### src/rtl/mem_port_arbiter_pkg.sv
// Shared core types: address/data words, memory op encoding,
// and the unified memory port arbiter state/owner enums.
package CorePack;

    typedef logic [63:0] addr_t;
    typedef logic [63:0] data_t;

    typedef enum logic [2:0] {
        MEM_NO = 3'd0,
        MEM_B  = 3'd1,
        MEM_UB = 3'd2,
        MEM_H  = 3'd3,
        MEM_UH = 3'd4,
        MEM_W  = 3'd5,
        MEM_UW = 3'd6,
        MEM_D  = 3'd7
    } mem_op_enum;

    typedef enum logic [1:0] {
        IDLE  = 2'd0,
        ISSUE = 2'd1,
        WAIT  = 2'd2,
        ERR   = 2'd3
    } arb_state_e;

    typedef enum logic {
        OWN_IF = 1'b0,
        OWN_LS = 1'b1
    } arb_owner_e;

    function automatic addr_t line_addr(addr_t a);
        return {a[63:3], 3'b000};
    endfunction

endpackage

### src/rtl/store_lane_gen.sv
// Store byte-lane generator: byte mask, lane-shifted data and
// misalignment flag from the access size and low address bits.
module store_lane_gen
    import CorePack::*;
(
    input  mem_op_enum  op_i,
    input  logic [2:0]  off_i,
    input  data_t       wdata_i,
    output logic [7:0]  wmask_o,
    output data_t       wdata_o,
    output logic        misalign_o
);

    always_comb begin
        wmask_o    = 8'h00;
        misalign_o = 1'b0;
        unique case (op_i)
            MEM_B, MEM_UB: begin
                wmask_o = 8'h01 << off_i;
            end
            MEM_H, MEM_UH: begin
                wmask_o    = 8'h03 << off_i;
                misalign_o = off_i[0];
            end
            MEM_W, MEM_UW: begin
                wmask_o    = 8'h0F << off_i;
                misalign_o = |off_i[1:0];
            end
            MEM_D: begin
                wmask_o    = 8'hFF;
                misalign_o = |off_i;
            end
            default: begin
                wmask_o    = 8'h00;
                misalign_o = 1'b0;
            end
        endcase
    end

    assign wdata_o = wdata_i << {off_i, 3'b000};

endmodule

### src/rtl/mem_port_arbiter.sv
// Single-outstanding arbiter sharing one memory port between
// instruction fetch and load/store, with fetch anti-starvation.
module mem_port_arbiter
    import CorePack::*;
#(
    parameter int unsigned STARVE_LIMIT = 4
) (
    input  logic       clk,
    input  logic       rstn,

    input  logic       if_req,
    input  addr_t      if_addr,
    output logic       if_gnt,
    output logic       if_rvalid,
    output data_t      if_rdata,

    input  logic       ls_req,
    input  logic       ls_wen,
    input  mem_op_enum ls_op,
    input  addr_t      ls_addr,
    input  data_t      ls_wdata,
    output logic       ls_gnt,
    output logic       ls_rvalid,
    output data_t      ls_rdata,
    output logic       ls_err,

    output logic       mem_req,
    output logic       mem_wen,
    output addr_t      mem_addr,
    output data_t      mem_wdata,
    output logic [7:0] mem_wmask,
    input  logic       mem_gnt,
    input  logic       mem_rvalid,
    input  data_t      mem_rdata
);

    arb_state_e state_q, state_d;
    arb_owner_e owner_q, owner_d;
    logic [2:0] cnt_q, cnt_d;
    addr_t      addr_q, addr_d;
    data_t      wdata_q, wdata_d;
    logic [7:0] wmask_q, wmask_d;
    logic       wen_q, wen_d;

    logic [7:0] lane_mask;
    data_t      lane_wdata;
    logic       lane_misalign;
    logic       ls_pick;
    logic       if_pick;
    logic [2:0] cnt_inc;

    store_lane_gen u_lane (
        .op_i       (ls_op),
        .off_i      (ls_addr[2:0]),
        .wdata_i    (ls_wdata),
        .wmask_o    (lane_mask),
        .wdata_o    (lane_wdata),
        .misalign_o (lane_misalign)
    );

    // Grants are gated by rstn so nothing leaks out while held in reset.
    assign ls_pick = rstn && ls_req
                   && ((32'(cnt_q) < STARVE_LIMIT) || !if_req);
    assign if_pick = rstn && if_req && !ls_pick;
    assign cnt_inc = (cnt_q == 3'd7) ? 3'd7 : cnt_q + 3'd1;

    always_comb begin
        state_d   = state_q;
        owner_d   = owner_q;
        cnt_d     = cnt_q;
        addr_d    = addr_q;
        wdata_d   = wdata_q;
        wmask_d   = wmask_q;
        wen_d     = wen_q;
        if_gnt    = 1'b0;
        if_rvalid = 1'b0;
        if_rdata  = '0;
        ls_gnt    = 1'b0;
        ls_rvalid = 1'b0;
        ls_rdata  = '0;
        ls_err    = 1'b0;
        mem_req   = 1'b0;
        mem_wen   = 1'b0;
        mem_addr  = '0;
        mem_wdata = '0;
        mem_wmask = 8'h00;

        unique case (state_q)
            IDLE: begin
                if (ls_pick) begin
                    ls_gnt  = 1'b1;
                    owner_d = OWN_LS;
                    addr_d  = line_addr(ls_addr);
                    wdata_d = lane_wdata;
                    wmask_d = ls_wen ? lane_mask : 8'h00;
                    wen_d   = ls_wen && (ls_op != MEM_NO);
                    cnt_d   = if_req ? cnt_inc : 3'd0;
                    state_d = lane_misalign ? ERR : ISSUE;
                end else if (if_pick) begin
                    if_gnt  = 1'b1;
                    owner_d = OWN_IF;
                    addr_d  = line_addr(if_addr);
                    wdata_d = '0;
                    wmask_d = 8'h00;
                    wen_d   = 1'b0;
                    cnt_d   = 3'd0;
                    state_d = ISSUE;
                end else begin
                    cnt_d = 3'd0;
                end
            end
            ISSUE: begin
                mem_req   = 1'b1;
                mem_wen   = wen_q;
                mem_addr  = addr_q;
                mem_wdata = wdata_q;
                mem_wmask = wmask_q;
                if (mem_gnt) begin
                    state_d = WAIT;
                end
            end
            WAIT: begin
                if (owner_q == OWN_LS) begin
                    ls_rvalid = mem_rvalid;
                    ls_rdata  = mem_rdata;
                end else begin
                    if_rvalid = mem_rvalid;
                    if_rdata  = mem_rdata;
                end
                if (mem_rvalid) begin
                    state_d = IDLE;
                end
            end
            ERR: begin
                ls_rvalid = 1'b1;
                ls_err    = 1'b1;
                state_d   = IDLE;
            end
            default: begin
                state_d = IDLE;
            end
        endcase
    end

    always_ff @(posedge clk or negedge rstn) begin
        if (!rstn) begin
            state_q <= IDLE;
            owner_q <= OWN_IF;
            cnt_q   <= 3'd0;
            addr_q  <= '0;
            wdata_q <= '0;
            wmask_q <= 8'h00;
            wen_q   <= 1'b0;
        end else begin
            state_q <= state_d;
            owner_q <= owner_d;
            cnt_q   <= cnt_d;
            addr_q  <= addr_d;
            wdata_q <= wdata_d;
            wmask_q <= wmask_d;
            wen_q   <= wen_d;
        end
    end

endmodule

### config.mk
export PLATFORM = sky130hd
export DESIGN_NAME = mem_port_arbiter
export DESIGN_NICKNAME = d
export VERILOG_FILES = /design/src/rtl/mem_port_arbiter_pkg.sv /design/src/rtl/store_lane_gen.sv /design/src/rtl/mem_port_arbiter.sv
export SDC_FILE = /design/constraint.sdc
export NUM_CORES = 1
export LEC_CHECK = 0
export CAP_MARGIN = 25
export CORE_AREA = 2 2 207 209
export DETAILED_ROUTE_END_ITERATION = 7
export DIE_AREA = 0 0 209 211
export PLACE_DENSITY_LB_ADDON = 0.2
export SYNTH_ARGS = -nofsm -noshare
export SYNTH_HDL_FRONTEND = slang
export SYNTH_SLANG_ARGS = --single-unit
export TNS_END_PERCENT = 5
### constraint.sdc
create_clock -name clk -period 1.93 [get_ports clk]
set_clock_uncertainty 0.15 [all_clocks]
set_input_delay 0.386 -clock clk [delete_from_list [all_inputs] [get_ports clk]]
set_output_delay 0.386 -clock clk [all_outputs]
set_load 0.02 [all_outputs]
==> parameters.txt, run 1 <==
Parameter                              Value

Place
  Detailed placement HPWL    35300 um
  Placed instance count    2119
  Total of buffers placed on input and output ports    530
  Weighted congestion reported at the end of routability-driven placement    0.907

Cells and area
  Number of nets in the final layout    1887
  Total of fill cells in the finished design    4203
  Cell Count, Final, Fillers Out    2181
  Fraction of final layout cells with drive strength greater than 1    37.4%
  Syn-to-layout area delta    92.9%
  Multi-input combinational cell area    5550 um^2
  Seq. cell area    3510 um^2
  Core occupancy in the finished layout    41.7%

Synthesis
  Commonest cells in the netlist    sky130_fd_sc_hd__and2_1 (265), sky130_fd_sc_hd__dfrtp_1 (140), sky130_fd_sc_hd__nand2_1 (130)
  Combined area of all synthesized cells    9030 um^2
  Yosys warns    0
  Share of synthesized area occupied by flip-flops and latches    38.8%
  Largest family of logic cells by synthesized area    simple AND/OR/NAND/NOR gates
  Share of Yosys cell area claimed by the top area cell type    38.8%
  Top cells by area, synth    sky130_fd_sc_hd__dfrtp_1 (39%), sky130_fd_sc_hd__and2_1 (18%), sky130_fd_sc_hd__mux2i_1 (11%), sky130_fd_sc_hd__o21ai_0 (6.8%), sky130_fd_sc_hd__nand2_1 (5.4%)
  Yosys cell types    51
  Post-synth top area cell    sky130_fd_sc_hd__dfrtp_1
  Predominant post-synthesis flop cell    sky130_fd_sc_hd__dfrtp_1
  Average size of a mapped cell    8.82 um^2
  Leading cell type by number of instances after synthesis    sky130_fd_sc_hd__and2_1
  Synth Instances    1024
  Proportion of synthesized area in mux cells    14.5%
  Share of synthesized cell area in full adder, half adder and majority cells    0.139%
  Simple-Gate Fraction of Synth Area    26.6%
  Synthesized-area fraction occupied by ao, oa, aoi and oai cells    15.5%
  Flop and latch count out of synthesis    140
  Area share of xor/xnor cells in the synthesized design    0%
  Number of synthesized flops with an enable pin    0
  Async set or reset register ratio after synthesis    100%

Pwr
  Switching power share of the total    38.8%
  Peak ir drop on the vdd network    0.000508 V
  Sequential fraction of design power    25.8%
  Power density over the cells    1090 nW/um^2
  Pleak    8.22 nW
  Internal power component    11.6 mW
  Share of power burned in combinational logic    55.4%
  Clock power share    18.7%
  Switching pwr    7.37 mW

CTS
  Clock insertion delay at the later pin of the skew report    0.44 ns
  H-tree depth    4
  Cell at the root of the clock tree    sky130_fd_sc_hd__clkbuf_16
  Number of buffers added by the clock tree synthesis step    17
  Clock tree from TritonCTS    done
  Post-cts hold buffer count    0
  Clock Pin Slew Worst Setup and Hold Paths    0.06 ns
  Maximum clock insertion buffer count    2
  Sinks on the clock net    140

Drt
  Via count    9911
  Antenna-violating nets left    0
  Detailed Route WL    47800 um
  Routed wire length per instance    21.9 um
  Detailed-router iteration count before antenna repair    4
  First DRT Iteration DRCs    528
  DRC viols    0
  Post-DR vias/cell    4.54

Setup path
  Data required time at the worst endpoint    1.39 ns
  Critical Path Slowest Stage Cell    sky130_fd_sc_hd__dfrtp_2
  Critical path endpoint category    output port
  Cell mode on critical path    sky130_fd_sc_hd__buf_6
  Cell chain of the critical path    buf_6 -> nor3b_4 -> buf_12 -> clkbuf_16 -> and2_4 -> buf_6
  Critical Setup Path Class    flop to output port
  Largest stage delay on the critical path    0.43 ns
  Bufs and invs on worst path    4
  Top cell family by delay on the critical path    buffers and inverters
  Largest driver fanout on the critical path    8
  Arrival time of data at the critical path endpoint    1.89 ns
  Nature of the critical path startpoint    flop

Floorplan
  Die Wd    209 um
  Die height    211 um
  Area of the placeable core    41800 um^2
  Placement row count    75
  Number of top-level design ports    537
  Initial cell density of the core    21.6%
  Die area    44100 um^2

Global route
  Vias in the first global route    9899
  Congestion Overflow GR    0
  Antenna violations before repair    8
  Largest net degree at the start of global routing    141
  Global router's overall resource usage    20.9%
  Wire length of the first global-routing pass    67600 um

STA
  Worst Hold Slack    0.0599 ns
  Worst slew pin tran    0.831 ns
  Achievable frequency    412 MHz
  RSZ-0062 raised after global routing    true
  Final hold vios    0
  Final critical delay including setup and external delays    2.43 ns
  Endpoints failing setup    387
  Total count of max-transition violations in the final report    0
  Slew HR    44.6%
  Minimum setup slack in the final design    -0.499 ns
  Post-route fraction of the period consumed by the critical path    126%

Run
  Maximum capacitance violations    0

Worst hold path
  Worst hold-check path type    input port to asynchronous set/reset pin

Outcome
  Run status    finished with violations
  Violated checks    setup timing
metrics by stage:
stage	area (um^2)	power, mW	worst slack, ns	setup TNS (ns)
2_1_floorplan	9040	8.88	0.00971	0
3_3_place_gp	15800	13.6	-0.709	-114.98
3_5_place_dp	15800	13.6	-0.663	-113.24
4_1_cts	16700	17.9	-0.549	-117.44
5_1_grt	17400	20.1	-0.544	-128.61
6_report	17400	19.0	-0.499	-99.12
placed cells by master (no fill, tap or decap), types with 29 or more instances in the layout:
cell type	count
sky130_fd_sc_hd__mux2i_1	98
sky130_fd_sc_hd__nand2_1	113
sky130_fd_sc_hd__and2_1	166
sky130_fd_sc_hd__buf_6	180
sky130_fd_sc_hd__clkdlybuf4s50_1	259
sky130_fd_sc_hd__dfrtp_1	137
sky130_fd_sc_hd__buf_4	171
sky130_fd_sc_hd__o21ai_1	50
sky130_fd_sc_hd__mux2_2	29
sky130_fd_sc_hd__buf_12	35
sky130_fd_sc_hd__o21ai_0	70
sky130_fd_sc_hd__and2_4	99
final cells by class:
class	count	share of cell area [%]
diodes	9	0.129
clock buffers	20	2.56
clock inverters	12	0.977
inverters	4	0.0862
multi-input cells	793	31.9
flip-flops and latches	140	20.1
well taps	539	3.87
repair buffers	664	40.4
layer usage:
layer  track usage [%]  routed length (um)  up-vias
met3              7.21                3530       41
met4              6.35                 923        8
li1                  -                   -     4711
met5              2.34                 181        -
met2              33.5               22300      370
met1              26.2               20900     4781
worst paths after layout:
kind	start	to	slack, ns	cells past startpoint
worst min-delay path	rstn	cnt_q[0]$_DFFE_PN0P_	0.06	3
min in group clk	rstn	cnt_q[2]$_DFFE_PN0P_	0.27	4
max in group asynchronous	rstn	wdata_q[46]$_DFFE_PN0P_	0.97	3
worst min register to register	addr_q[49]$_DFFE_PN0P_	addr_q[49]$_DFFE_PN0P_	0.32	2
worst max-delay path	state_q[0]$_DFFE_PN0P_	if_rdata[31]	-0.50	6
worst max register to register	state_q[0]$_DFFE_PN0P_	wdata_q[33]$_DFFE_PN0P_	-0.17	10
state kept, by name, indices dropped and copies added (netlist names):
signal and count:
state_q 2, wdata_q 64, wen_q 1, owner_q 1, wmask_q 8, cnt_q 3
addr_q 61
power groups by stage:
| stage | registers (mW) | logic, mW | clock network [mW] |
|---|---|---|---|
| final | 4.91 | 10.5 | 3.56 |
| after global routing | 5.07 | 11.3 | 3.76 |
| after CTS | 4.84 | 9.43 | 3.65 |
| after detailed placement | 4.86 | 8.79 | 0 |
| after global placement | 4.85 | 8.74 | 0 |
| after floorplan | 4.53 | 4.34 | 0 |
worst min-delay path, stage by stage:
cell and delay (ns):
sky130_fd_sc_hd__buf_6 0.07, sky130_fd_sc_hd__buf_4 0.13, sky130_fd_sc_hd__buf_12 0.57
cell families (layout without fill, tap and decap cells):
family | after synthesis | count (layout)
adder cells (fa/ha/maj) | 1 | 1
flip-flops | 140 | 140
AO/OA/AOI/OAI | 224 | 224
other | 1 | 12
multiplexers | 127 | 127
AND/OR/NAND/NOR | 438 | 438
buffers and inverters | 93 | 700
what timing repair did:
item | 4_1_cts | 5_1_grt
gates cloned | 8 | 4
pin swaps | 11 | 75
endpoints found under the setup margin | 307 | 336
buffers inserted | 4 | 6
resized for setup | 882 | 585
Note: power is estimated with default switching activity, not from simulation.
==> run 2: changes to the inputs <==
- DONT_BUFFER_PORTS: default -> 1
- REMOVE_ABC_BUFFERS: default -> 1
==> run 2 against run 1 <==
- the flow finishes with violations (hold timing, setup timing)
- routed wire length down 21%
- setup slack better by 0.049 ns
- sequential power about the same
- critical path depth decreased by 1
- combinational power decreased by 25%
- sequential share of layout area up 7.0 points
- via count decreased by 19%
- largest cell class is now multi-input combinational cells
- largest power group unchanged
==> parameters.txt, run 2 (synthesis results as in run 1) <==
Parameter                              Value

Setup path
  Largest driver fanout on the critical path    19
  Nature of the critical path startpoint    flop
  Worst setup slack for register-to-register paths    -0.13 ns
  Critical Setup Path Class    flop to output port
  Depth of the most critical reg-to-reg path    10
  Timing startpoint of the critical path    state_q[1]$_DFFE_PN0P_
  Critical path endpoint category    output port
  Arrival time of data at the critical path endpoint    1.84 ns
  Worst reg2reg startpoint    state_q[1]$_DFFE_PN0P_
  Data required time at the worst endpoint    1.39 ns
  Reg-to-Reg End    wdata_q[46]$_DFFE_PN0P_

STA
  Slew HR    28.9%
  Total count of max-transition violations in the final report    0
  Worst slew pin tran    1.06 ns
  Achievable frequency    420 MHz
  Endpoints failing setup    329
  Setup TNS    -87.57 ns
  RSZ-0062 raised after global routing    true
  Final hold vios    140
  Post-route fraction of the period consumed by the critical path    123%
  Minimum setup slack in the final design    -0.450 ns
  Final critical delay including setup and external delays    2.38 ns
  Worst Hold Slack    -0.526 ns

Cells and area
  Total of fill cells in the finished design    4372
  Syn-to-layout area delta    42.8%
  Top flop regs    wdata_q: 64 flops, addr_q: 61 flops, wmask_q: 8 flops
  Register with the highest flop count    wdata_q
  Fraction of final layout cells with drive strength greater than 1    39.5%
  Design area    12900 um^2
  Number of flip-flops under the largest register name    64
  Most frequent standard cell in the layout excluding fill and tap cells    sky130_fd_sc_hd__and2_4
  Most frequent cells in the layout    sky130_fd_sc_hd__and2_4 (163), sky130_fd_sc_hd__dfrtp_1 (139), sky130_fd_sc_hd__nand2_1 (121), sky130_fd_sc_hd__mux2i_1 (98), sky130_fd_sc_hd__and2_2 (93)
  Number of nets in the final layout    1413

Drt
  Post-DR vias/cell    4.73
  Routed wire length per instance    22.2 um
  Detailed Route WL    37700 um
  First DRT Iteration DRCs    340
  Detailed-router iteration count before antenna repair    5
  Antenna-violating nets left    0
  DRC viols    0
  Via count    8034

Floorplan
  Placement row count    75
  Die Wd    209 um
  Die area    44100 um^2
  Area of the placeable core    41800 um^2
  Initial cell density of the core    21.6%
  Die height    211 um
  Number of top-level design ports    537

Pwr
  Pleak    5.96 nW
  Peak ir drop on the vdd network    0.000524 V
  Internal power component    9.81 mW
  Clock power share    21.5%
  Switching pwr    6.49 mW
  Share of power burned in combinational logic    48.3%
  Switching power share of the total    39.8%
  Sequential fraction of design power    30.2%
  Power density over the cells    1260 nW/um^2

Global route
  Antenna violations before repair    4
  Largest net degree at the start of global routing    144
  Vias in the first global route    8206
  Wire length of the first global-routing pass    53700 um
  Congestion Overflow GR    0
  Global router's overall resource usage    16.3%

Place
  Post-detailed-placement cell area    10300 um^2
  Weighted congestion reported at the end of routability-driven placement    1.07
  Total of buffers placed on input and output ports    0
  Detailed placement HPWL    25600 um

CTS
  Clock tree from TritonCTS    done
  Maximum clock insertion buffer count    2
  Post-cts hold buffer count    90
  H-tree depth    4
  Cell at the root of the clock tree    sky130_fd_sc_hd__clkbuf_16
  Clock Pin Slew Worst Setup and Hold Paths    0.07 ns
  Sinks on the clock net    140
  Number of buffers added by the clock tree synthesis step    17
  Clock insertion delay at the later pin of the skew report    0.46 ns

Worst hold path
  Worst hold-check path type    input port to asynchronous set/reset pin

Run
  Maximum capacitance violations    0

Outcome
  Run status    finished with violations
  Violated checks    hold timing, setup timing
[run 2: cell count changes in the layout (fill, tap and decap cells not counted), sizes merged, moves of 2 or more]
cell,before,now
buf,400,97
clkdlybuf4s50,259,0
dlygate4sd3,0,90
diode,9,2
clkinv,8,5
inv,3,6
clkbuf,24,22
clkinvlp,1,3
[run 2: cell type report]
type / count / area, um^2 / area share [%]
multi-input cells: 793 / 5810 / 45.1
flip-flops and latches: 140 / 3500 / 27.2
repair buffers: 190 / 2260 / 17.6
well taps: 539 / 674 / 5.23
clock buffers: 19 / 453 / 3.51
clock inverters: 13 / 163 / 1.26
inverters: 4 / 20.0 / 0.155
diodes: 2 / 5.00 / 0.0388
[run 2: timing repair]
action,4_1_cts,5_1_grt
setup endpoints to repair,270,333
resized for setup,384,133
buffers inserted,7,5
cloned,2,3
endpoints found under the hold margin,226,140
pin swaps,78,47
[run 2: worst max-delay path by stage]
stage          slack [ns]            end  cells past startpoint
3_5_place_dp        -0.03  mem_wdata[20]                      4
3_3_place_gp        -0.02   mem_wmask[1]                      4
5_1_grt             -0.54  mem_wdata[28]                      8
2_1_floorplan       -2.68   mem_addr[10]                      2
6_report            -0.45    if_rdata[1]                      5
4_1_cts             -0.51  mem_wdata[28]                      8
[run 2: power by group through the flow]
stage	combinational (mW)	sequential [mW]	clock [mW]
global route	8.50	5.09	3.71
detailed placement	6.03	4.89	0
CTS	7.33	4.92	3.62
global placement	5.97	4.88	0
floorplan	3.73	4.53	0
finish	7.87	4.93	3.51
[run 2: routing by layer]
layer	GRT usage, %	vias up	routed length [um]
met5	0	-	34
li1	-	3736	-
met3	6.53	29	3430
met1	20.8	3954	16500
met2	25.2	311	17300
met4	5.25	4	484
[run 2: through the flow]
stage / power [mW] / util (%) / cells / setup WS (ns)
after global placement: 10.8 / 24.8 / 1559 / -0.0209
after detailed placement: 10.9 / 24.8 / 1559 / -0.0327
final: 16.3 / 30.9 / 1700 / -0.450
after floorplan: 8.26 / - / 937 / -2.68
after CTS: 15.9 / 30.1 / 1690 / -0.511
after global routing: 17.3 / 30.9 / 1699 / -0.543
[run 2: critical path, stage by stage (launching register included)]
cell	delay, ns
sky130_fd_sc_hd__dfrtp_1	0.37
sky130_fd_sc_hd__buf_6	0.13
sky130_fd_sc_hd__nor3b_2	0.30
sky130_fd_sc_hd__buf_6	0.21
sky130_fd_sc_hd__and2_2	0.22
sky130_fd_sc_hd__buf_4	0.16
==> run 3: changes to the inputs <==
- CORE_AREA: 2 2 207 209 -> 4 4 209 211
- CTS_BUF_LIST: default -> sky130_fd_sc_hd__clkbuf_8
- DIE_AREA: 0 0 209 211 -> 0 0 213 215
==> run 3 against run 2 <==
- setup slack gained 0.027 ns
- the flow still finishes with violations (hold timing, setup timing)
- register-to-register slack gained 0.15 ns
- sequential cell count is the same
- largest cell class unchanged
- combinational power is essentially flat
- power shrank 7.3%
- final area grew 2.1%
- non-clock buffer count grew 46
- hold slack lost 0.043 ns
- critical path depth grew 1
- largest power group unchanged
==> parameters.txt, run 3 (synthesis results as in run 1) <==
Parameter                              Value

Outcome
  Run status    finished with violations
  Violated checks    hold timing, setup timing

Pwr
  Pleak    6.09 nW
  Peak ir drop on the vdd network    0.000423 V
  Power density over the cells    1150 nW/um^2

STA
  Final critical delay including setup and external delays    2.35 ns
  Endpoints failing setup    267
  Achievable frequency    425 MHz
  Worst Hold Slack    -0.569 ns
  Worst slew pin tran    0.988 ns
  Post-route fraction of the period consumed by the critical path    122%
  Final hold vios    140
  Total count of max-transition violations in the final report    0
  Slew HR    34.1%
  Minimum setup slack in the final design    -0.423 ns
  RSZ-0062 raised after global routing    true

Cells and area
  Syn-to-layout area delta    45.7%
  Register with the highest flop count    wdata_q
  Number of nets in the final layout    1459
  Most frequent cells in the layout    sky130_fd_sc_hd__and2_4 (175), sky130_fd_sc_hd__dlygate4sd3_1 (140), sky130_fd_sc_hd__dfrtp_1 (137), sky130_fd_sc_hd__nand2_1 (125), sky130_fd_sc_hd__o21ai_0 (111)
  Core occupancy in the finished layout    31.5%
  Most frequent standard cell in the layout excluding fill and tap cells    sky130_fd_sc_hd__and2_4
  Cell Count, Final, Fillers Out    1743
  Top flop regs    wdata_q: 64 flops, addr_q: 61 flops, wmask_q: 8 flops
  Number of flip-flops under the largest register name    64
  Fraction of final layout cells with drive strength greater than 1    37.1%
  Antenna diode count    0

Drt
  Detailed-router iteration count before antenna repair    5
  First DRT Iteration DRCs    503
  Detailed Route WL    39700 um
  Routed wire length per instance    22.8 um
  DRC viols    0
  Antenna-violating nets left    0
  Post-DR vias/cell    4.71
  Via count    8203

Place
  Detailed placement HPWL    26300 um
  Pre-CTS worst setup slack    -0.0246 ns
  Placed instance count    1555
  Weighted congestion reported at the end of routability-driven placement    0.817
  Total of buffers placed on input and output ports    0

CTS
  Cell at the root of the clock tree    sky130_fd_sc_hd__clkbuf_8
  Maximum clock insertion buffer count    2
  Clock tree from TritonCTS    done
  Clock Pin Slew Worst Setup and Hold Paths    0.09 ns
  H-tree depth    4
  Sinks on the clock net    140
  Clock insertion delay at the later pin of the skew report    0.49 ns
  Number of buffers added by the clock tree synthesis step    17

Worst hold path
  Worst hold-check path type    input port to asynchronous set/reset pin

Setup path
  Critical Setup Path Class    flop to output port
  Arrival time of data at the critical path endpoint    1.82 ns
  Reg-to-Reg End    addr_q[47]$_DFFE_PN0P_
  Critical path endpoint category    output port
  Depth of the most critical reg-to-reg path    7
  Largest driver fanout on the critical path    7
  Nature of the critical path startpoint    flop
  Worst setup slack for register-to-register paths    0.02 ns
  Data required time at the worst endpoint    1.39 ns
  Worst reg2reg startpoint    state_q[1]$_DFFE_PN0P_

Global route
  Vias in the first global route    8517
  Global router's overall resource usage    16.3%
  Antenna violations before repair    3
  Wire length of the first global-routing pass    56600 um
  Largest net degree at the start of global routing    144
  Congestion Overflow GR    0

Floorplan
  Placement row count    75
  Die Wd    213 um
  Die height    215 um
  Die area    45800 um^2
  Number of top-level design ports    537
  Initial cell density of the core    21.6%
  Area of the placeable core    41800 um^2

Run
  Maximum capacitance violations    0
[run 3: worst max path at each step]
stage | start | end | slack, ns
floorplan | state_q[0]$_DFFE_PN0P_ | mem_addr[10] | -2.68
global placement | state_q[1]$_DFFE_PN0P_ | if_gnt | -0.04
detailed placement | state_q[1]$_DFFE_PN0P_ | if_rdata[15] | -0.02
CTS | state_q[0]$_DFFE_PN0P_ | mem_addr[19] | -0.53
global route | state_q[0]$_DFFE_PN0P_ | mem_addr[19] | -0.55
finish | state_q[0]$_DFFE_PN0P_ | mem_addr[19] | -0.42
[run 3: critical path, stage by stage, from the launching register on]
cell and delay (ns):
sky130_fd_sc_hd__dfrtp_2 0.43, sky130_fd_sc_hd__nor2b_4 0.19, sky130_fd_sc_hd__buf_12 0.17, sky130_fd_sc_hd__buf_12 0.14, sky130_fd_sc_hd__buf_12 0.12, sky130_fd_sc_hd__and2_4 0.13
sky130_fd_sc_hd__buf_6 0.12
[run 3: what timing repair did]
action                                 CTS  global route
setup endpoints to repair              301           346
endpoints found under the hold margin  274           143
cloned                                   3             3
buffers inserted                         9             0
pin swaps                               60            61
hold buffers                           141             1
resized for setup                      394           104
[run 3: layer usage]
layer	track usage (%)	wire (um)
met1	21.0	17300
met2	25.4	18200
met3	6.52	3600
met4	3.97	531
met5	0	34
[run 3: report_power, final]
group / internal [mW] / switching, mW / leakage [nW] / total [mW]
combinational: 3.52 / 4.37 / 4.09 / 7.90
sequential: 4.13 / 0.736 / 1.80 / 4.86
clock: 1.12 / 1.23 / 0.200 / 2.35
[run 3: stage by stage]
stage	instance area [um^2]	setup TNS (ns)	power, mW	hold slack (ns)
floorplan	8650	-826.26	8.26	-0.0596
global placement	10300	-0.0503	10.8	-0.0539
detailed placement	10300	-0.315	10.8	-0.0535
CTS	12800	-109.82	14.7	-0.648
global route	13200	-122.09	16.1	-0.648
finish	13200	-86.95	15.1	-0.569
[run 3: layout make-up]
class / count / area [um^2]
Sequential cell: 140 / 3510
Clock buffer: 21 / 289
Inverter: 4 / 20.0
Multi-Input combinational cell: 793 / 5850
Timing Repair Buffer: 236 / 2750
Clock inverter: 10 / 77.6
Fill cell: 4323 / 28600
Tap cell: 539 / 674
